`config.mk`:
```
export PLATFORM = sky130hd
export DESIGN_NAME = hex_keypad_scanner_flat
export DESIGN_NICKNAME = d
export VERILOG_FILES = /design/src/rtl/hex_keypad_scanner_pkg.sv /design/src/rtl/hex_keypad_scanner_if.sv /design/src/rtl/hex_keypad_col_scan.sv /design/src/rtl/hex_keypad_scanner.sv /design/src/flat_wrapper.sv
export SDC_FILE = /design/constraint.sdc
export NUM_CORES = 1
export LEC_CHECK = 0
export BUFFER_PORTS_ARGS = -buffer_cell sky130_fd_sc_hd__buf_2
export CORE_MARGIN = 2
export CORE_UTILIZATION = 55
export DETAILED_ROUTE_END_ITERATION = 10
export PLACE_DENSITY = 0.77
export RECOVER_POWER = 25
export SLEW_MARGIN = 30
export SYNTH_ARGS = -nofsm -noshare
export SYNTH_HDL_FRONTEND = slang
export SYNTH_SLANG_ARGS = --single-unit
```
`constraint.sdc`:
```
create_clock -name Clk -period 4.9 [get_ports Clk]
set_input_delay 0.735 -clock Clk [delete_from_list [all_inputs] [get_ports Clk]]
set_output_delay 0.735 -clock Clk [all_outputs]
set_load 0.005 [all_outputs]
```
`src/rtl/hex_keypad_scanner_pkg.sv`:
```
// Shared types for the hex keypad scanner: FSM states, scan classification
// and the row/column to hex-code key map.
package ee354_keypad_pkg;

  typedef enum logic [1:0] {
    ST_IDLE,
    ST_DEBOUNCE,
    ST_PRESSED,
    ST_RELEASE
  } kp_state_e;

  typedef enum logic [1:0] {
    SCAN_NONE,
    SCAN_SINGLE,
    SCAN_MULTI
  } scan_kind_e;

  // Pmod KYPD legend: row 3 reads 0 F E D left to right.
  function automatic logic [3:0] keymap(input logic [1:0] row, input logic [1:0] col);
    logic [3:0] code;
    case ({row, col})
      4'b00_00: code = 4'h1;
      4'b00_01: code = 4'h2;
      4'b00_10: code = 4'h3;
      4'b00_11: code = 4'hA;
      4'b01_00: code = 4'h4;
      4'b01_01: code = 4'h5;
      4'b01_10: code = 4'h6;
      4'b01_11: code = 4'hB;
      4'b10_00: code = 4'h7;
      4'b10_01: code = 4'h8;
      4'b10_10: code = 4'h9;
      4'b10_11: code = 4'hC;
      4'b11_00: code = 4'h0;
      4'b11_01: code = 4'hF;
      4'b11_10: code = 4'hE;
      default:  code = 4'hD;
    endcase
    return code;
  endfunction

endpackage

```
`src/rtl/hex_keypad_scanner_if.sv`:
```
// Keypad-side and result signals of the hex keypad scanner.
// slave = scanner side, master = keypad/consumer side.
interface hex_keypad_scanner_if;
  logic [3:0]  Row;
  logic        Clear;
  logic [3:0]  Col;
  logic        Key_Valid;
  logic [3:0]  Key_Code;
  logic        Key_Held;
  logic [15:0] Value;

  modport slave (
    input  Row, Clear,
    output Col, Key_Valid, Key_Code, Key_Held, Value
  );

  modport master (
    output Row, Clear,
    input  Col, Key_Valid, Key_Code, Key_Held, Value
  );
endinterface

```
`src/rtl/hex_keypad_col_scan.sv`:
```
// Column drive and row sampling: synchronizes Row, walks the active-low column,
// and classifies each full 4-column scan as NONE / SINGLE(code) / MULTI.
module hex_keypad_col_scan
  import ee354_keypad_pkg::*;
#(
  parameter int SCAN_DIV_W = 17
) (
  input  logic       Clk,
  input  logic       Reset,
  input  logic [3:0] row_i,
  output logic [3:0] col_o,
  output logic       scan_done_o,
  output scan_kind_e scan_kind_o,
  output logic [3:0] scan_code_o
);

  localparam logic [SCAN_DIV_W-1:0] CNT_ONE = SCAN_DIV_W'(1);

  logic [3:0]            row_meta_q, row_sync_q;
  logic [SCAN_DIV_W-1:0] col_cnt_q;
  logic [1:0]            col_idx_q;
  logic [1:0]            hits_q, hits_d;   // keys seen so far this scan, saturates at 2
  logic [3:0]            code_q, code_d;
  logic                  col_max;
  logic [2:0]            col_pop;
  logic [1:0]            col_row;
  logic [2:0]            hit_sum;

  assign col_max     = &col_cnt_q;
  assign scan_done_o = col_max && (col_idx_q == 2'd3);
  assign col_o       = ~(4'b0001 << col_idx_q);

  // NOTE: the reset branch is synchronous because Reset is only sampled on
  // the clock edge; there is no asynchronous path into these flops.
  always_ff @(posedge Clk) begin
    if (Reset) begin
      row_meta_q <= 4'hF;
      row_sync_q <= 4'hF;
      col_cnt_q  <= '0;
      col_idx_q  <= '0;
      hits_q     <= '0;
      code_q     <= '0;
    end else begin
      row_meta_q <= row_i;
      row_sync_q <= row_meta_q;
      col_cnt_q  <= col_cnt_q + CNT_ONE;
      if (col_max) begin
        col_idx_q <= col_idx_q + 2'd1;
        if (scan_done_o) begin
          hits_q <= '0;
          code_q <= '0;
        end else begin
          hits_q <= hits_d;
          code_q <= code_d;
        end
      end
    end
  end

  // NOTE: every output of this block gets a default first, so no path through
  // the loop or the ifs can leave a value unassigned and infer a latch.
  always_comb begin
    col_pop = '0;
    col_row = '0;
    for (int r = 3; r >= 0; r--) begin
      if (!row_sync_q[r]) begin
        col_pop = col_pop + 3'd1;
        col_row = 2'(r);
      end
    end
    hit_sum = {1'b0, hits_q} + col_pop;
    hits_d  = (hit_sum >= 3'd2) ? 2'd2 : hit_sum[1:0];
    code_d  = (hits_q == 2'd0 && col_pop == 3'd1) ? keymap(col_row, col_idx_q) : code_q;
    case (hits_d)
      2'd0:    scan_kind_o = SCAN_NONE;
      2'd1:    scan_kind_o = SCAN_SINGLE;
      default: scan_kind_o = SCAN_MULTI;
    endcase
    scan_code_o = code_d;
  end

endmodule

```
`src/rtl/hex_keypad_scanner.sv`:
```
// Hex keypad scanner top: debounce FSM, key event pulse and hex entry register.
// Optional auto-repeat while a key is held is enabled by KEYPAD_AUTOREPEAT_EN.
module hex_keypad_scanner
  import ee354_keypad_pkg::*;
#(
  parameter int SCAN_DIV_W     = 17,
  parameter int DEBOUNCE_SCANS = 4,
  parameter int REPEAT_SCANS   = 40
) (
  input  logic                Clk,
  input  logic                Reset,
  hex_keypad_scanner_if.slave kp
);

  localparam logic [3:0] DEB_LAST = 4'(DEBOUNCE_SCANS);

  logic        scan_done;
  scan_kind_e  scan_kind;
  logic [3:0]  scan_code;
  logic [3:0]  col;

  kp_state_e   state_q, state_d;
  logic [3:0]  cnt_q, cnt_d;
  logic [3:0]  cand_q, cand_d;
  logic        accept_d;
  logic        repeat_fire;
  logic        event_d;
  logic        key_valid_q;
  logic [3:0]  key_code_q;
  logic [15:0] value_q;
  logic        key_held;

  hex_keypad_col_scan #(
    .SCAN_DIV_W(SCAN_DIV_W)
  ) u_col_scan (
    .Clk        (Clk),
    .Reset      (Reset),
    .row_i      (kp.Row),
    .col_o      (col),
    .scan_done_o(scan_done),
    .scan_kind_o(scan_kind),
    .scan_code_o(scan_code)
  );

  // NOTE: state flops take non-blocking assignments so every flop samples the
  // pre-edge value of its neighbours, independent of statement order.
  always_ff @(posedge Clk) begin
    if (Reset) begin
      state_q <= ST_IDLE;
      cnt_q   <= '0;
      cand_q  <= '0;
    end else begin
      state_q <= state_d;
      cnt_q   <= cnt_d;
      cand_q  <= cand_d;
    end
  end

  always_comb begin
    state_d  = state_q;
    cnt_d    = cnt_q;
    cand_d   = cand_q;
    accept_d = 1'b0;
    if (scan_done) begin
      case (state_q)
        ST_IDLE: begin
          if (scan_kind == SCAN_SINGLE) begin
            cand_d = scan_code;
            if (DEB_LAST == 4'd1) begin
              state_d  = ST_PRESSED;
              cnt_d    = '0;
              accept_d = 1'b1;
            end else begin
              state_d = ST_DEBOUNCE;
              cnt_d   = 4'd1;
            end
          end
        end
        ST_DEBOUNCE: begin
          if (scan_kind == SCAN_SINGLE && scan_code == cand_q) begin
            if (cnt_q + 4'd1 >= DEB_LAST) begin
              state_d  = ST_PRESSED;
              cnt_d    = '0;
              accept_d = 1'b1;
            end else begin
              cnt_d = cnt_q + 4'd1;
            end
          end else if (scan_kind == SCAN_SINGLE) begin
            cand_d = scan_code;
            cnt_d  = 4'd1;
          end else begin
            state_d = ST_IDLE;
            cnt_d   = '0;
          end
        end
        ST_PRESSED: begin
          if (scan_kind == SCAN_NONE) begin
            state_d = (DEB_LAST == 4'd1) ? ST_IDLE : ST_RELEASE;
            cnt_d   = (DEB_LAST == 4'd1) ? 4'd0 : 4'd1;
          end
        end
        default: begin
          if (scan_kind != SCAN_NONE) begin
            state_d = ST_PRESSED;
            cnt_d   = '0;
          end else if (cnt_q + 4'd1 >= DEB_LAST) begin
            state_d = ST_IDLE;
            cnt_d   = '0;
          end else begin
            cnt_d = cnt_q + 4'd1;
          end
        end
      endcase
    end
  end

`ifdef KEYPAD_AUTOREPEAT_EN
  localparam int RPT_W = $clog2(REPEAT_SCANS + 1);
  localparam logic [RPT_W-1:0] RPT_LAST = RPT_W'(REPEAT_SCANS);
  localparam logic [RPT_W-1:0] RPT_ONE  = RPT_W'(1);

  logic [RPT_W-1:0] rpt_q, rpt_d;

  // Only consecutive SINGLE scans while already pressed advance the repeat count.
  always_comb begin
    rpt_d       = rpt_q;
    repeat_fire = 1'b0;
    if (scan_done) begin
      if (state_q == ST_PRESSED && scan_kind == SCAN_SINGLE) begin
        if (rpt_q + RPT_ONE >= RPT_LAST) begin
          rpt_d       = '0;
          repeat_fire = 1'b1;
        end else begin
          rpt_d = rpt_q + RPT_ONE;
        end
      end else begin
        rpt_d = '0;
      end
    end
  end

  always_ff @(posedge Clk) begin
    if (Reset) rpt_q <= '0;
    else       rpt_q <= rpt_d;
  end
`else
  assign repeat_fire = 1'b0;
`endif

  assign event_d = accept_d | repeat_fire;

  // Clear wins over a same-edge key event for Value only; the pulse and code still go out.
  always_ff @(posedge Clk) begin
    if (Reset) begin
      key_valid_q <= 1'b0;
      key_code_q  <= '0;
      value_q     <= '0;
    end else begin
      key_valid_q <= event_d;
      if (event_d) key_code_q <= cand_d;
      if (kp.Clear)    value_q <= '0;
      else if (event_d) value_q <= {value_q[11:0], cand_d};
    end
  end

  always_comb begin
    key_held = (state_q == ST_PRESSED) || (state_q == ST_RELEASE);
  end

  assign kp.Col       = col;
  assign kp.Key_Valid = key_valid_q;
  assign kp.Key_Code  = key_code_q;
  assign kp.Key_Held  = key_held;
  assign kp.Value     = value_q;

endmodule
```
`src/flat_wrapper.sv`:
```
// flat-port wrapper written by rule: the top's interface ports become plain ports
module hex_keypad_scanner_flat import ee354_keypad_pkg::*;
#(
  parameter int SCAN_DIV_W     = 17,
  parameter int DEBOUNCE_SCANS = 4,
  parameter int REPEAT_SCANS   = 40
)
  (Clk, Reset, kp_Row, kp_Clear, kp_Col, kp_Key_Valid, kp_Key_Code, kp_Key_Held, kp_Value);
  hex_keypad_scanner_if kp_i ();
  input  logic Clk;
  input  logic Reset;
  input wire logic [$bits(kp_i.Row)-1:0] kp_Row;
  input wire logic [$bits(kp_i.Clear)-1:0] kp_Clear;
  output wire logic [$bits(kp_i.Col)-1:0] kp_Col;
  output wire logic [$bits(kp_i.Key_Valid)-1:0] kp_Key_Valid;
  output wire logic [$bits(kp_i.Key_Code)-1:0] kp_Key_Code;
  output wire logic [$bits(kp_i.Key_Held)-1:0] kp_Key_Held;
  output wire logic [$bits(kp_i.Value)-1:0] kp_Value;
  assign kp_i.Row = kp_Row;
  assign kp_i.Clear = kp_Clear;
  assign kp_Col = kp_i.Col;
  assign kp_Key_Valid = kp_i.Key_Valid;
  assign kp_Key_Code = kp_i.Key_Code;
  assign kp_Key_Held = kp_i.Key_Held;
  assign kp_Value = kp_i.Value;
  hex_keypad_scanner #(.SCAN_DIV_W(SCAN_DIV_W), .DEBOUNCE_SCANS(DEBOUNCE_SCANS), .REPEAT_SCANS(REPEAT_SCANS)) u_core (.Clk(Clk), .Reset(Reset), .kp(kp_i));
endmodule
```
==> results of run 1 <==
## power by group
| part | internal [mW] | leakage [nW] | total, mW | switching, mW |
|---|---|---|---|---|
| Clock | 0.282 | 0.103 | 0.479 | 0.197 |
| Combinational | 0.0366 | 0.840 | 0.0871 | 0.0505 |
| Sequential | 0.525 | 0.518 | 0.530 | 0.00473 |
## stage by stage
step	worst slack, ns	power, mW	hold WS, ns
2_1_floorplan	1.34	0.612	0.389
3_3_place_gp	1.02	0.624	0.391
3_5_place_dp	0.906	0.628	0.397
4_1_cts	0.844	1.10	0.415
5_1_grt	0.567	1.14	0.428
6_report	0.847	1.10	0.412
## cell usage after synthesis (3+ instances only)
master / n / area (um^2)
a31oi_1: 4 / 25.0
xnor2_1: 7 / 61.3
nand3_1: 10 / 50.1
o32ai_1: 3 / 26.3
ha_1: 13 / 163
inv_1: 13 / 48.8
xor2_1: 10 / 87.6
nand2b_1: 16 / 100
nand4_1: 5 / 31.3
nor2b_1: 7 / 43.8
dfxtp_1: 64 / 1280
nand3b_1: 3 / 22.5
a22oi_1: 5 / 37.5
clkbuf_1: 14 / 52.6
nor2_1: 37 / 139
nor3_1: 4 / 20.0
a21oi_1: 5 / 25.0
and4_1: 3 / 26.3
or2_2: 8 / 50.1
or3_1: 3 / 18.8
and3_1: 6 / 37.5
mux2i_1: 25 / 250
nand2_1: 35 / 131
o21ai_0: 6 / 30.0
## sequential cells by signal, indices dropped and copies added, names as in the netlist
signal and count:
u_core.cand_q 4, u_core.cnt_q 4, u_core.kp.Key_Code 4, u_core.kp.Key_Valid 1, u_core.kp.Value 16, u_core.state_q 2, u_core.u_col_scan.code_q 4, u_core.u_col_scan.col_cnt_q 17
u_core.u_col_scan.col_idx_q 2, u_core.u_col_scan.hits_q 2, u_core.u_col_scan.row_meta_q 4, u_core.u_col_scan.row_sync_q 4
## worst max path at each step
stage                                      endpoint  slack [ns]  cells after the start
floorplan               u_core.cand_q[2]$_SDFF_PP0_        1.34                     13
global placement        u_core.cand_q[2]$_SDFF_PP0_        1.02                     12
detailed placement      u_core.cand_q[3]$_SDFF_PP0_        0.91                     12
CTS                     u_core.cand_q[3]$_SDFF_PP0_        0.84                     12
global route        u_core.kp.Value[0]$_SDFFE_PP0P_        0.57                     12
finish                  u_core.cand_q[3]$_SDFF_PP0_        0.85                     12
## kinds of logic (layout without fill, tap and decap cells)
kind of cell / after synthesis / after routing / share of synthesized area
adders and majority gates: 14 / 14 / 0.0559
buffers and inverters: 33 / 61 / 0.0517
DFF: 64 / 64 / 0.392
muxes: 29 / 29 / 0.0972
AOI/OAI and AO/OA: 46 / 46 / 0.109
and+or+nand+nor: 148 / 148 / 0.241
xor gates and xnor gates: 18 / 18 / 0.0524
## metal layers
metal	track usage	part of all wire	vias to the layer above
met5	0	0	-
met4	0.0729	0.017	0
met3	0.0611	0.052	10
met2	0.323	0.47	61
met1	0.257	0.47	1178
li1	-	-	1276
## cell usage in the layout, fill, tap and decap left out, types with 3 or more instances in the layout
cell,n
nand3_1,10
inv_1,13
xnor2_1,7
or3_1,3
a31oi_1,4
nor2_1,36
mux2i_1,25
clkbuf_1,3
o21ai_0,6
or2_2,8
and4_1,3
nand3b_1,3
a22oi_1,5
nand2b_1,16
a21oi_1,5
buf_2,31
nand2_1,35
o32ai_1,3
nor3_1,4
dfxtp_1,64
xor2_1,10
ha_1,13
nand4_1,5
and3_1,6
clkbuf_8,9
nor2b_1,7
## cell type report
| cell class | count | area [um^2] |
|---|---|---|
| Timing Repair Buffer | 33 | 166 |
| Clock inverter | 4 | 70.1 |
| Tap cell | 75 | 93.8 |
| Sequential cell | 64 | 1280 |
| Inverter | 13 | 48.8 |
| Multi-Input combinational cell | 255 | 1820 |
| Fill cell | 514 | 2200 |
| Clock buffer | 11 | 131 |
==> metrics, run 1 <==
Fin. Hold Viols=0; LEAKAGE=1.46 nW; GP Congestion=0.855; Hold Path Cell Cnt=1; Worst Hold Class=flip-flop to flip-flop; unrepaired setup endpoints after global routing=false; Post-Syn Instances=352; Antenna diodes=0; Starting Density=0.562; Root Buffer=clkbuf_8; global-route wire length before repair=10.2 mm; Achievable Freq=247 MHz; post_cts resized=0; GR Overflow Total=0; CTS Buf Count=9; Async SR Flop Fraction=0; crit-path max FO=10; vias in the first global route=2221; H-tree level count=3; share of cells above drive strength 1=0.168; clk buf depth=2; Max rail drop VDD=0.000175 V; Cell variety after synth=59; final cell count without fillers=455; via count of the routed design=2525; P&R area growth vs syn=10.5%; largest net degree at the start of global routing=56; Slowest-stage cell, CP=fa_1; outcome=finished, violations left; ANT nets after route=0; DR pass1 iterations=4; site row count=28; critical path cell sequence=inv_1, ha_1, xnor2_1, ha_1, mux2_2, fa_1, xnor3_1, nor2b_1, and3b_1, nand3_1, a41oi_1, mux2i_1; Post-Route Setup TNS=0 ns; Final Core Density=0.621; FF+latch count, synth=64; dominant synthesized flop cell=dfxtp_1; post-synthesis sequential area ratio=0.392; CTS clk-pin slew, worst paths=0.07 ns; Post-DP Area=0.00341 mm^2; die width=81.1 um; # hold bufs at CTS=0; CP Class=flip-flop to flip-flop; flop2flop setup slack=0.85 ns; Power Dens Cells=303 mW/mm^2; Hold EP=u_core.u_col_scan.row_sync_q[0]$_SDFF_PP1_; Via density=5.55; gr usage total=0.202; Bufs and invs on worst path=1; drc violations=0; final wirelength=6.14 mm; worst r2r src=u_core.u_col_scan.row_sync_q[2]$_SDFF_PP1_; Worst EP arrival=4.33 ns; failing checks=max-capacitance violations, max-slew violations; worst slew pin tran=2.11 ns; Post-synth EDFFs=0; initial DRC count=134; Placed Instances=440; CP most frequent cell=ha_1; DIE AREA=0.00658 mm^2; MaxCap Viol Count=1; CP top delay family=adder cells; Req. time, crit path=5.18 ns; CP max stage delay=0.42 ns; later-pin clock latency in the skew report=0.34 ns; PortBufs=32; r2r endpoint=u_core.cand_q[3]$_SDFF_PP0_; Worst Hold Launch=u_core.u_col_scan.row_meta_q[0]$_SDFF_PP1_; Final Max Slew Viols=56; CTS tree=done; worst r2r path cells=12; Clock Sinks=64; height of the die=81.1 um; Critical Path Source Type=flip-flop; Design Area, Final=0.00361 mm^2; count of final setup violators=0; crit path time final=4.05 ns; synthesized area per cell=9.29 um^2; post-CTS setup buffers=0; nets=397; Routed WL per cell=13.5 um; Setup Skew=0.00805 ns; initial antenna violation count=0; syn nets=373; crit path from=u_core.u_col_scan.row_sync_q[2]$_SDFF_PP1_; hpwl dp=4.24 mm; Core ar.=0.00582 mm^2; synthesized area=0.00327 mm^2; I/O Pins=33; Syn. warnings=0; Setup crit end kind=flip-flop; Final period util=0.827; max_slew headroom=-0.404
Note: power is estimated with default switching activity, not from simulation.
==> inputs of run 2 (changes only) <==
- ABC_AREA: not set -> 1
- clock period: 4.9 -> 4.2 ns (I/O delays scaled with it)
==> run 2 against run 1 <==
  * The run now ends clean
  * Critical path depth grew 9
  * Design area grew 5.1%
  * Setup slack worse by 0.15 ns
  * Routed wire length rose by 6.6%
  * Sequential cell count is the same
  * Sequential power increased by 16%
  * Global-route usage increased by 1.5 points
  * Critical endpoint is now u_core.kp.Value[8]$_SDFFE_PP0P_
  * Largest cell class unchanged
==> metrics, run 2 <==
Antenna diodes=0; post-CTS setup buffers=0; Routed WL per cell=11.1 um; Bufs and invs on worst path=4; ANT nets after route=0; Req. time, crit path=4.42 ns; Synth top cells by count=nand2_1, dfxtp_1, inv_1; CP top delay family=simple AND/OR/NAND/NOR gates; clk buf depth=2; Setup crit end kind=flip-flop; post-synthesis sequential area ratio=0.380; commonest non-fill, non-tap cell in the layout=nand2_1; CTS clk-pin slew, worst paths=0.07 ns; Final Core Density=0.641; dominant synthesized flop cell=dfxtp_1; CP most frequent cell=inv_1; critical path cell sequence=inv_1, ha_1, inv_1, nand2_2, nand2_1, ha_1, nand2_1, nand2_4, fa_1, inv_1, nor2_2, nor2_2, nand2_2, nor2_4, nand2_4, nor2_8, nand4_4, inv_1, nand2_2, o21ai_0, a21oi_1; unrepaired setup endpoints after global routing=false; Starting Density=0.570; commonest non-fill, non-tap cells in the layout=nand2_1, inv_1, dfxtp_1; synthesized area=0.00337 mm^2; CTS Buf Count=9; Worst Hold Class=flip-flop to flip-flop; Synth top area share=0.380; initial antenna violation count=0; Final period util=0.833; H-tree level count=3; most frequent cell after synthesis=nand2_1; outcome=finished clean; Post-synth EDFFs=0; vias in the first global route=2722; via count of the routed design=2928; Clock Sinks=64; PortBufs=32; CTS tree=done; Largest register FFs=17; crit path time final=3.50 ns; largest net degree at the start of global routing=32; syn nets=497; Core ar.=0.00592 mm^2; Reg with most FFs=u_core.u_col_scan.col_cnt_q; Async SR Flop Fraction=0; Power Dens Cells=368 mW/mm^2; Worst EP arrival=3.72 ns; DR pass1 iterations=4; count of final setup violators=0; nets=529; initial DRC count=145; die width=82.3 um; GR Overflow Total=0; site row count=28; Max rail drop VDD=0.000336 V; Via density=4.98; Root Buffer=clkbuf_8; DIE AREA=0.00678 mm^2; final wirelength=6.54 mm; gr usage total=0.217; Final Max Slew Viols=0; Fin. Hold Viols=0; worst slew pin tran=1.34 ns; Slowest-stage cell, CP=fa_1; P&R area growth vs syn=12.5%; Critical Path Source Type=flip-flop; synthesized area per cell=7.09 um^2; max_slew headroom=0.106; later-pin clock latency in the skew report=0.34 ns; I/O Pins=33; FF+latch count, synth=64; CP max stage delay=0.43 ns; Setup Skew=0.00370 ns; Post-Syn Instances=476; CP Class=flip-flop to flip-flop; crit-path max FO=21; GP Congestion=0.948; Synth area leader=dfxtp_1; share of cells above drive strength 1=0.175; height of the die=82.3 um; MaxCap Viol Count=0; drc violations=0; # hold bufs at CTS=0; synth top area cells=dfxtp_1, nand2_1, inv_1; global-route wire length before repair=11.4 mm; post_cts resized=0; Syn. warnings=0; Post-Route Setup TNS=0 ns; hpwl dp=4.69 mm; Cell variety after synth=32; Achievable Freq=286 MHz; LEAKAGE=1.77 nW
## run 2: worst paths after layout
check	from	to	slack [ns]	depth (start not counted)
worst max-delay path	u_core.u_col_scan.row_sync_q[2]$_SDFF_PP1_	u_core.kp.Value[8]$_SDFFE_PP0P_	0.70	21
worst min-delay path	u_core.u_col_scan.row_meta_q[3]$_SDFF_PP1_	u_core.u_col_scan.row_sync_q[3]$_SDFF_PP1_	0.41	1
worst max register to register	u_core.u_col_scan.row_sync_q[2]$_SDFF_PP1_	u_core.kp.Value[8]$_SDFFE_PP0P_	0.70	21
worst min register to register	u_core.u_col_scan.row_meta_q[3]$_SDFF_PP1_	u_core.u_col_scan.row_sync_q[3]$_SDFF_PP1_	0.41	1
## run 2: cell families after synthesis
| logic type | Yosys count | synth area share |
|---|---|---|
| buffers and inverters | 79 | 0.0968 |
| xor gates and xnor gates | 3 | 0.00779 |
| adders and majority gates | 14 | 0.0542 |
| AOI/OAI and AO/OA | 71 | 0.110 |
| and+or+nand+nor | 245 | 0.352 |
| DFF | 64 | 0.380 |
## run 2: layout make-up
class | count | area, um^2
fill | 513 | 2120
multi-input combinational | 333 | 1770
sequential | 64 | 1280
inverter | 68 | 255
timing repair buffer | 32 | 155
clock buffer | 11 | 141
clock inverter | 5 | 104
tap | 75 | 93.8
## run 2: routing by layer
layer  wire (um)  vias up  track usage
li1            -     1560            -
met1        3110     1303        0.265
met2        3110       57        0.360
met3         253        8       0.0543
met4          72        0       0.0950
met5           0        -            0
## run 2: power by group
part,internal [mW],leakage (nW),switching (mW)
sequential,0.613,0.518,0.00426
clock,0.411,0.124,0.239
combinational,0.0439,1.13,0.0858
## run 2: metrics by stage
step	cell area, um^2	hold WS, ns	total power [mW]	std cells	worst slack, ns
floorplan	3370	0.389	0.736	476	1.09
finish	3800	0.410	1.40	588	0.702
global route	3800	0.429	1.44	588	0.339
CTS	3800	0.411	1.40	588	0.683
detailed placement	3560	0.394	0.759	572	0.697
global placement	3560	0.396	0.755	572	0.851
==> inputs of run 3 (changes only) <==
- CORE_UTILIZATION: 55 -> 53
- PLACE_DENSITY: 0.77 -> 0.78
- clock period: 4.2 -> 3 ns (I/O delays scaled with it)
==> run 3 against run 2 <==
  * Setup slack worse by 0.74 ns
  * Combinational power grew 67%
  * Power grew 36%
  * Sequential power grew 40%
  * Sequential cell count unchanged
  * Critical path depth increased by 2
  * Highest routed layer unchanged
  * Clock skew grew 0.0041 ns
  * The run now ends with negative setup slack left
  * Global-route usage fell by 0.50 points
==> metrics, run 3 (synthesis results as in run 2) <==
Antenna diodes=0; Via density=5.06; clk buf depth=2; DIE AREA=0.00702 mm^2; share of cells above drive strength 1=0.292; later-pin clock latency in the skew report=0.34 ns; CTS clk-pin slew, worst paths=0.08 ns; I/O Pins=33; setup slack after layout=-0.0420 ns; Largest register FFs=17; Setup crit end kind=flip-flop; height of the die=83.8 um; unrepaired setup endpoints after global routing=true; LEAKAGE=1.93 nW; failing checks=negative setup slack; commonest non-fill, non-tap cells in the layout=nand2_1, dfxtp_1, inv_1; Final period util=1.01; CTS tree=done; PortBufs=32; final wirelength=7.13 mm; outcome=finished, violations left; max_slew headroom=0.522; initial antenna violation count=0; commonest non-fill, non-tap cell in the layout=nand2_1; P&R area growth vs syn=24.2%; drc violations=0; Critical Path Source Type=flip-flop; die width=83.8 um; Routed WL per cell=11.5 um; count of final setup violators=16; Final Core Density=0.671; crit-path max FO=14; site row count=29; Achievable Freq=329 MHz; nets=560; GR Overflow Total=0; Reg with most FFs=u_core.u_col_scan.col_cnt_q; Max rail drop VDD=0.000341 V; MaxCap Viol Count=0; final cell count without fillers=621; Core ar.=0.00624 mm^2; largest net degree at the start of global routing=32; Placed Instances=599; Req. time, crit path=3.24 ns; Starting Density=0.540; Setup Skew=0.00778 ns; ANT nets after route=0; global-route wire length before repair=12.4 mm; Clock Sinks=64; Worst Hold Class=primary input to flip-flop; gr usage total=0.212; hpwl dp=5.08 mm; worst slew pin tran=0.714 ns; Worst EP arrival=3.28 ns; Final Max Slew Viols=0; initial DRC count=122; crit path time final=3.04 ns; via count of the routed design=3142; GP Congestion=0.861; Root Buffer=clkbuf_8; pre-CTS WS=-0.162 ns; CP Class=flip-flop to flip-flop; CTS Buf Count=9; vias in the first global route=2989; DR pass1 iterations=4; H-tree level count=3; Power Dens Cells=452 mW/mm^2; Fin. Hold Viols=0
-- run 3: path summary, 6_finish.rpt --
path                                                                  from                                          to  slack [ns]  depth (start not counted)
worst min register to register  u_core.u_col_scan.row_meta_q[3]$_SDFF_PP1_  u_core.u_col_scan.row_sync_q[3]$_SDFF_PP1_        0.41                          1
worst min-delay path                                             kp_Row[0]  u_core.u_col_scan.row_meta_q[0]$_SDFF_PP1_        0.29                          2
worst max-delay path            u_core.u_col_scan.row_sync_q[2]$_SDFF_PP1_            u_core.kp.Value[14]$_SDFFE_PP0P_       -0.04                         23
worst max register to register  u_core.u_col_scan.row_sync_q[2]$_SDFF_PP1_            u_core.kp.Value[14]$_SDFFE_PP0P_       -0.04                         23
-- run 3: stage by stage --
| step | area, um^2 | power [mW] | TNS (ns) | hold WS (ns) |
|---|---|---|---|---|
| finish | 4190 | 1.89 | -0.276 | 0.291 |
| global route | 4190 | 1.97 | -4.60 | 0.282 |
| CTS | 4080 | 1.90 | 0 | 0.277 |
| detailed placement | 3790 | 1.08 | -2.48 | 0.397 |
| global placement | 3790 | 1.08 | -0.431 | 0.393 |
| floorplan | 3390 | 1.03 | 0 | 0.389 |
-- run 3: final cells by class --
type                    count  area, um^2
clock buffers               9         124
clock inverters             7        96.3
fillers                   549        2050
inverters                  68         255
multi-input cells         333        1900
flip-flops and latches     64        1280
well taps                  77        96.3
repair buffers             63         438
-- run 3: routing by layer --
metal  vias to the layer above  track usage  wire [um]
met5                         -            0          0
met4                         0       0.0806         95
met3                        12       0.0495        219
met2                        57        0.380       3570
met1                      1442        0.243       3240
li1                       1631            -          -
-- run 3: where the power goes --
group	internal, mW	total [mW]	leakage [nW]	switching, mW
logic	0.0827	0.217	1.31	0.135
clock network	0.467	0.813	0.101	0.346
registers	0.858	0.862	0.517	0.00452
total	1.41	1.89	1.93	0.485
-- run 3: repair_timing --
action                     CTS  global route
setup buffers                1             4
resized for setup           11            28
pin swaps                   12            18
setup endpoints to repair   24            35
gates cloned                 1             0
hold buffers                 0             0
-- run 3: worst max-delay path: stages (launching register included) --
cell	delay, ns
dfxtp_2	0.36
inv_2	0.05
ha_4	0.27
inv_2	0.04
nand2_2	0.08
nand2_2	0.08
ha_4	0.25
nand2_4	0.06
nand2_4	0.05
fa_2	0.39
inv_2	0.06
nor2_2	0.04
nor2_2	0.10
nand2_2	0.07
nor2_4	0.14
nand2_4	0.08
nor2_8	0.11
nand4_4	0.08
buf_4	0.16
inv_2	0.07
nand2_4	0.07
buf_12	0.15
o21ai_1	0.12
nor2_1	0.05
